<file path="src/rtl/operand_extender_if.sv">
// Handshake bundle for the operand extension stage: producer side
// (in_*) and consumer side (out_*), plus the buffer occupancy.
interface operand_extender_if #(
   parameter int IN_W  = 11,
   parameter int OUT_W = 16
);
   logic             in_valid;
   logic             in_ready;
   logic [IN_W-1:0]  in_data;
   logic [1:0]       in_mode;
   logic             out_valid;
   logic             out_ready;
   logic [OUT_W-1:0] out_data;
   logic [1:0]       out_count;

   // Producer/consumer environment drives requests and observes results.
   modport master (
      output in_valid, in_data, in_mode, out_ready,
      input  in_ready, out_valid, out_data, out_count
   );

   // The extension stage itself.
   modport slave (
      input  in_valid, in_data, in_mode, out_ready,
      output in_ready, out_valid, out_data, out_count
   );
endinterface

</file>
<file path="src/rtl/operand_extender.sv">
// Operand extension stage: zero-extend, sign-extend, sign-extend-and-shift
// or upper-load an IN_W-bit field to OUT_W bits, decoupled from the consumer
// by a 2-entry in-order buffer. The head entry is a register that drives
// out_data directly, so there is no combinational path from in_* to out_*.
module operand_extender #(
   parameter int IN_W  = 11,
   parameter int OUT_W = 16,
   parameter int SHAMT = 1
) (
   input  logic clk,
   input  logic reset,
   operand_extender_if.slave bus
);

   if (OUT_W < IN_W + SHAMT) begin : g_width_check
      $error("operand_extender: OUT_W must be >= IN_W + SHAMT");
   end

   // Mode 0 zero-extend, 1 sign-extend, 2 sign-extend then shift, 3 upper-load.
   function automatic logic [OUT_W-1:0] extend(input logic [IN_W-1:0] d,
                                               input logic [1:0]      m);
      logic signed [IN_W-1:0]  sd;
      logic signed [OUT_W-1:0] sx;
      logic [OUT_W-1:0]        r;
      sd = d;
      sx = OUT_W'(sd);
      case (m)
         2'd0:    r = OUT_W'(d);
         2'd1:    r = sx;
         2'd2:    r = sx <<< SHAMT;
         default: r = OUT_W'(d) << (OUT_W - IN_W);
      endcase
      return r;
   endfunction

   logic [1:0]       count_q;
   logic [1:0]       count_d;
   logic             in_ready_q;
   logic [OUT_W-1:0] head_p1;
   logic [OUT_W-1:0] tail_p1;
   logic [OUT_W-1:0] ext_p0;
   logic             push;
   logic             pop;
   logic             vld_p1;

   assign ext_p0 = extend(bus.in_data, bus.in_mode);
   assign vld_p1 = (count_q != 2'd0);
   assign push   = bus.in_valid && in_ready_q;
   assign pop    = vld_p1 && bus.out_ready;

   // Occupancy next-state: push +1, pop -1, both together unchanged.
   always_comb begin
      count_d = count_q;
      case ({push, pop})
         2'b10:   count_d = count_q + 2'd1;
         2'b01:   count_d = count_q - 2'd1;
         default: count_d = count_q;
      endcase
   end

   // ---- stage p0 -> p1: accept extended operand into the buffer ----

   // Control registers; in_ready is precomputed from the next occupancy.
   always_ff @(posedge clk) begin
      if (reset) begin
         count_q    <= 2'd0;
         in_ready_q <= 1'b1;
      end else begin
         count_q    <= count_d;
         in_ready_q <= (count_d < 2'd2);
      end
   end

   // Head entry drives out_data; it keeps the last popped value when empty.
   always_ff @(posedge clk) begin
      if (reset) begin
         head_p1 <= '0;
      end else if (pop) begin
         if (count_q == 2'd2)
            head_p1 <= tail_p1;
         else if (push)
            head_p1 <= ext_p0;
      end else if (push && count_q == 2'd0) begin
         head_p1 <= ext_p0;
      end
   end

   // Second entry, only written when a push lands behind a held head.
   always_ff @(posedge clk) begin
      if (push && !pop && count_q == 2'd1)
         tail_p1 <= ext_p0;
   end

   assign bus.in_ready  = in_ready_q;
   assign bus.out_valid = vld_p1;
   assign bus.out_data  = head_p1;
   assign bus.out_count = count_q;

endmodule

</file>
<file path="src/flat_wrapper.sv">
// flat-port wrapper written by rule: the top's interface ports become plain ports
module operand_extender_flat 
#(
   parameter int IN_W  = 11,
   parameter int OUT_W = 16,
   parameter int SHAMT = 1
)
  (clk, reset, bus_in_valid, bus_in_data, bus_in_mode, bus_out_ready, bus_in_ready, bus_out_valid, bus_out_data, bus_out_count);
  operand_extender_if #(.IN_W(IN_W), .OUT_W(OUT_W)) bus_i ();
  input  logic clk;
  input  logic reset;
  input wire logic [$bits(bus_i.in_valid)-1:0] bus_in_valid;
  input wire logic [$bits(bus_i.in_data)-1:0] bus_in_data;
  input wire logic [$bits(bus_i.in_mode)-1:0] bus_in_mode;
  input wire logic [$bits(bus_i.out_ready)-1:0] bus_out_ready;
  output wire logic [$bits(bus_i.in_ready)-1:0] bus_in_ready;
  output wire logic [$bits(bus_i.out_valid)-1:0] bus_out_valid;
  output wire logic [$bits(bus_i.out_data)-1:0] bus_out_data;
  output wire logic [$bits(bus_i.out_count)-1:0] bus_out_count;
  assign bus_i.in_valid = bus_in_valid;
  assign bus_i.in_data = bus_in_data;
  assign bus_i.in_mode = bus_in_mode;
  assign bus_i.out_ready = bus_out_ready;
  assign bus_in_ready = bus_i.in_ready;
  assign bus_out_valid = bus_i.out_valid;
  assign bus_out_data = bus_i.out_data;
  assign bus_out_count = bus_i.out_count;
  operand_extender #(.IN_W(IN_W), .OUT_W(OUT_W), .SHAMT(SHAMT)) u_core (.clk(clk), .reset(reset), .bus(bus_i));
endmodule
</file>
<file path="config.mk">
export PLATFORM = sky130hd
export DESIGN_NAME = operand_extender_flat
export DESIGN_NICKNAME = d
export VERILOG_FILES = /design/src/rtl/operand_extender_if.sv /design/src/rtl/operand_extender.sv /design/src/flat_wrapper.sv
export SDC_FILE = /design/constraint.sdc
export NUM_CORES = 1
export LEC_CHECK = 0
export CAP_MARGIN = 10
export CORE_MARGIN = 5
export CORE_UTILIZATION = 52
export CTS_BUF_LIST = sky130_fd_sc_hd__clkbuf_4 sky130_fd_sc_hd__clkbuf_8
export CTS_CLUSTER_DIAMETER = 80
export CTS_CLUSTER_SIZE = 24
export DETAILED_ROUTE_END_ITERATION = 16
export PLACE_DENSITY = 0.81
export REMOVE_ABC_BUFFERS = 1
export SETUP_SLACK_MARGIN = 0.2
export SLEW_MARGIN = 20
export SYNTH_ARGS = -nofsm -noshare
export SYNTH_HDL_FRONTEND = slang
export SYNTH_SLANG_ARGS = --single-unit
</file>
<file path="constraint.sdc">
create_clock -name clk -period 2.65 [get_ports clk]
set_input_delay 0.265 -clock clk [delete_from_list [all_inputs] [get_ports clk]]
set_output_delay 0.265 -clock clk [all_outputs]
set_load 0.05 [all_outputs]
</file>
==> results.sh <==
export IMPL_port_buffers=36
export IMPL_crit_arrival_ns=1.99
export IMPL_cpMaxStageDelayCell="clkdlybuf4s50_1"
export IMPL_wl_met3_um=210
export IMPL_ios=37
export IMPL_nNetsFinal=242
export IMPL_yosys_warnings=0
export IMPL_globalRouteTotalUtil=0.2125
export IMPL_dp_worst_setup_slack_ns=0.6155
export IMPL_n_fill_cell=296
export IMPL_numCtsBuffers=5
export IMPL_path_cells="inv_1 > ha_1 > inv_2 > clkdlybuf4s50_1"
export IMPL_slowest_delay_ns=0.80
export IMPL_grt_pass1_wl_um=7134
export IMPL_hold_viol_final=0
export IMPL_ir_drop_uv=369.2
export IMPL_relSlewSlack=0.6617
export IMPL_hp_start="u_core.tail_p1[2]"
export IMPL_synth_area_per_cell_um2=9.726
export IMPL_synth_ff_type="dfxtp_1"
export IMPL_routed_wl_um=4416
export IMPL_setup_tns_ns=0
export IMPL_tightestPinTransition_ns=0.5058
export IMPL_core_area_um2=3311
export IMPL_netlist_area_um2=1760
export IMPL_synth_cells=181
export IMPL_cts_sinks=35
export IMPL_die_x_um=68.19
export IMPL_cts_htree_levels=2
export IMPL_synth_top_area_frac=0.2729
export IMPL_diodes=0
export IMPL_path_class="reg2out"
export IMPL_min_period_ns=2.255
export IMPL_r2r_start="u_core.bus.out_count[0]"
export IMPL_synthToLayoutAreaGrowth_pct=26.58
export IMPL_synth_top_area_cell="edfxtp_1"
export IMPL_cp_end_kind="primary output"
export IMPL_power_density_nw_per_um2=905.2
export IMPL_insertion_delay_ns=0.34
export IMPL_synth_seq_area_share=0.4890
export IMPL_drc_errors=0
export IMPL_wl_per_cell_um=16.54
export IMPL_setup_worst_path_start="u_core.bus.out_count[0]"
export IMPL_grt_overflow=0
export IMPL_vias_per_cell=5.689
export IMPL_wl_met1_um=2027
export IMPL_p_leak_nw=0.8512
export IMPL_vias=1519
export IMPL_ctsResizeCount=0
export IMPL_fmax_ghz=0.4435
export IMPL_post_cts_setup_buffers=0
export IMPL_layout_setup_ws_ns=0.3953
export IMPL_post_dp_hpwl_um=3243
export IMPL_path_clk_slew_ns=0.11
export IMPL_cts_root_buf="clkbuf_4"
export IMPL_cts_tree="yes"
export IMPL_gp_congestion=0.7823
export IMPL_crit_path_max_fanout=5
export IMPL_critPathBufInv=3
export IMPL_grt_max_degree=17
export IMPL_async_flop_share=0
export IMPL_dieArea_um2=4649
export IMPL_yosys_top_cells_count="a21oi_1 (21), nand2_1 (20), dfxtp_1 (19)"
export IMPL_period_share=0.8508
export IMPL_clock_path_buffers=2
export IMPL_maxCapViolCount=0
export IMPL_synth_area_leaders="edfxtp_1 (27%), dfxtp_1 (22%), a21oi_1 (6.0%)"
export IMPL_final_area_um2=2228
export IMPL_initial_core_util=0.5317
export IMPL_rows=21
export IMPL_slew_viol_final=0
export IMPL_ctsHoldBuffers=0
export IMPL_detail_route_antenna_nets=0
export IMPL_finalSetupViolCount=0
export IMPL_grt_setup_unrepaired="false"
export IMPL_required_ns=2.38
export IMPL_top_layer="met4"
export IMPL_worst_hold_path_type="reg2reg"
export IMPL_worstSetupStartpointType="flop"
export IMPL_synth_edf_count=16
export IMPL_ys_types=32
export IMPL_ys_ff_latch=35
export IMPL_grt_antenna_before_repair=0
export IMPL_first_pass_iters=4
export IMPL_cpLargestDelayFamily="buffers and inverters"
export IMPL_synth_most_common_cell="a21oi_1"
export IMPL_drt_initial_drc_count=90
export IMPL_status="complete, no violations"
export IMPL_grt_pass1_vias=1475
export IMPL_placed_area_um2=2168
export IMPL_fin_skew_ns=0.01654
export IMPL_final_layout_size_suffix_gt1_frac=0.1086
export IMPL_dr_wl_met2_um=2104
export IMPL_die_y_um=68.19
==> kinds of logic after synthesis <==
| logic type | after synthesis | synth area share |
|---|---|---|
| AOI/OAI and AO/OA | 59 | 0.2324 |
| adders and majority gates | 5 | 0.03554 |
| buffers and inverters | 22 | 0.05899 |
| DFF | 35 | 0.4890 |
| muxes | 6 | 0.03412 |
| and+or+nand+nor | 54 | 0.1500 |
==> worst register-to-register path, stage by stage (launching register included) <==
cell and delay, ns:
dfxtp_1 0.36, inv_1 0.10, ha_1 0.45, nor2b_2 0.30, a21oi_2 0.04, buf_4 0.18
o21a_1 0.24, a221o_1 0.30
==> metal layers <==
layer  vias up  global-route usage
li1        728                   -
met1       737              0.2764
met2        49              0.3381
met3         5             0.04598
met4         0             0.09429
met5         -                   0
==> metrics by stage <==
step	std cells	utilization	power (W)	hold slack, ns
finish	267	0.6731	0.002017	0.4891
global route	267	0.6731	0.002124	0.5176
CTS	267	0.6731	0.002028	0.4930
detailed placement	259	0.6550	0.001722	0.4631
global placement	259	0.6550	0.001694	0.4587
floorplan	170	-	0.001371	0.3341
==> sequential cells by signal, summed over array words and instances, names as in the netlist, named ones only <==
name	cells
u_core.bus.in_ready	1
u_core.bus.out_count	1
u_core.bus.out_data	16
u_core.tail_p1	16
==> cells in the final DEF (no fill, tap or decap), drive strengths merged, types with 8 or more instances in the layout <==
| cell type | n |
|---|---|
| clkdlybuf4s50 | 36 |
| a21oi | 26 |
| nand2 | 20 |
| dfxtp | 19 |
| edfxtp | 16 |
| nand2b | 12 |
| nor2 | 11 |
| inv | 11 |
| a32o | 10 |
| clkbuf | 8 |
| o21ai | 8 |
==> final cells by class <==
class                      instances  area, um^2  area share
tap                               46       57.56     0.02583
sequential                        35       860.8      0.3863
multi-input combinational        124       795.8      0.3571
inverter                          11       41.29     0.01853
clock buffer                       8       60.06     0.02695
timing repair buffer              43       412.9      0.1853
==> where the power goes <==
part | internal, W | leakage [nW] | total [W] | switching [W]
combinational | 0.000334 | 0.513 | 0.000956 | 0.000622
sequential | 0.000681 | 0.301 | 0.000754 | 0.0000735
clock | 0.000136 | 0.0368 | 0.000307 | 0.000170
==> final timing paths <==
path | endpoint | slack (ns) | depth (start not counted)
worst min-delay path | u_core.bus.out_data[2] | 0.49 | 1
worst max-delay path | bus_out_valid | 0.40 | 4
worst min register to register | u_core.bus.out_data[2] | 0.49 | 1
worst max register to register | u_core.bus.out_data[4] | 0.59 | 7
Note: power is estimated with default switching activity, not from simulation.
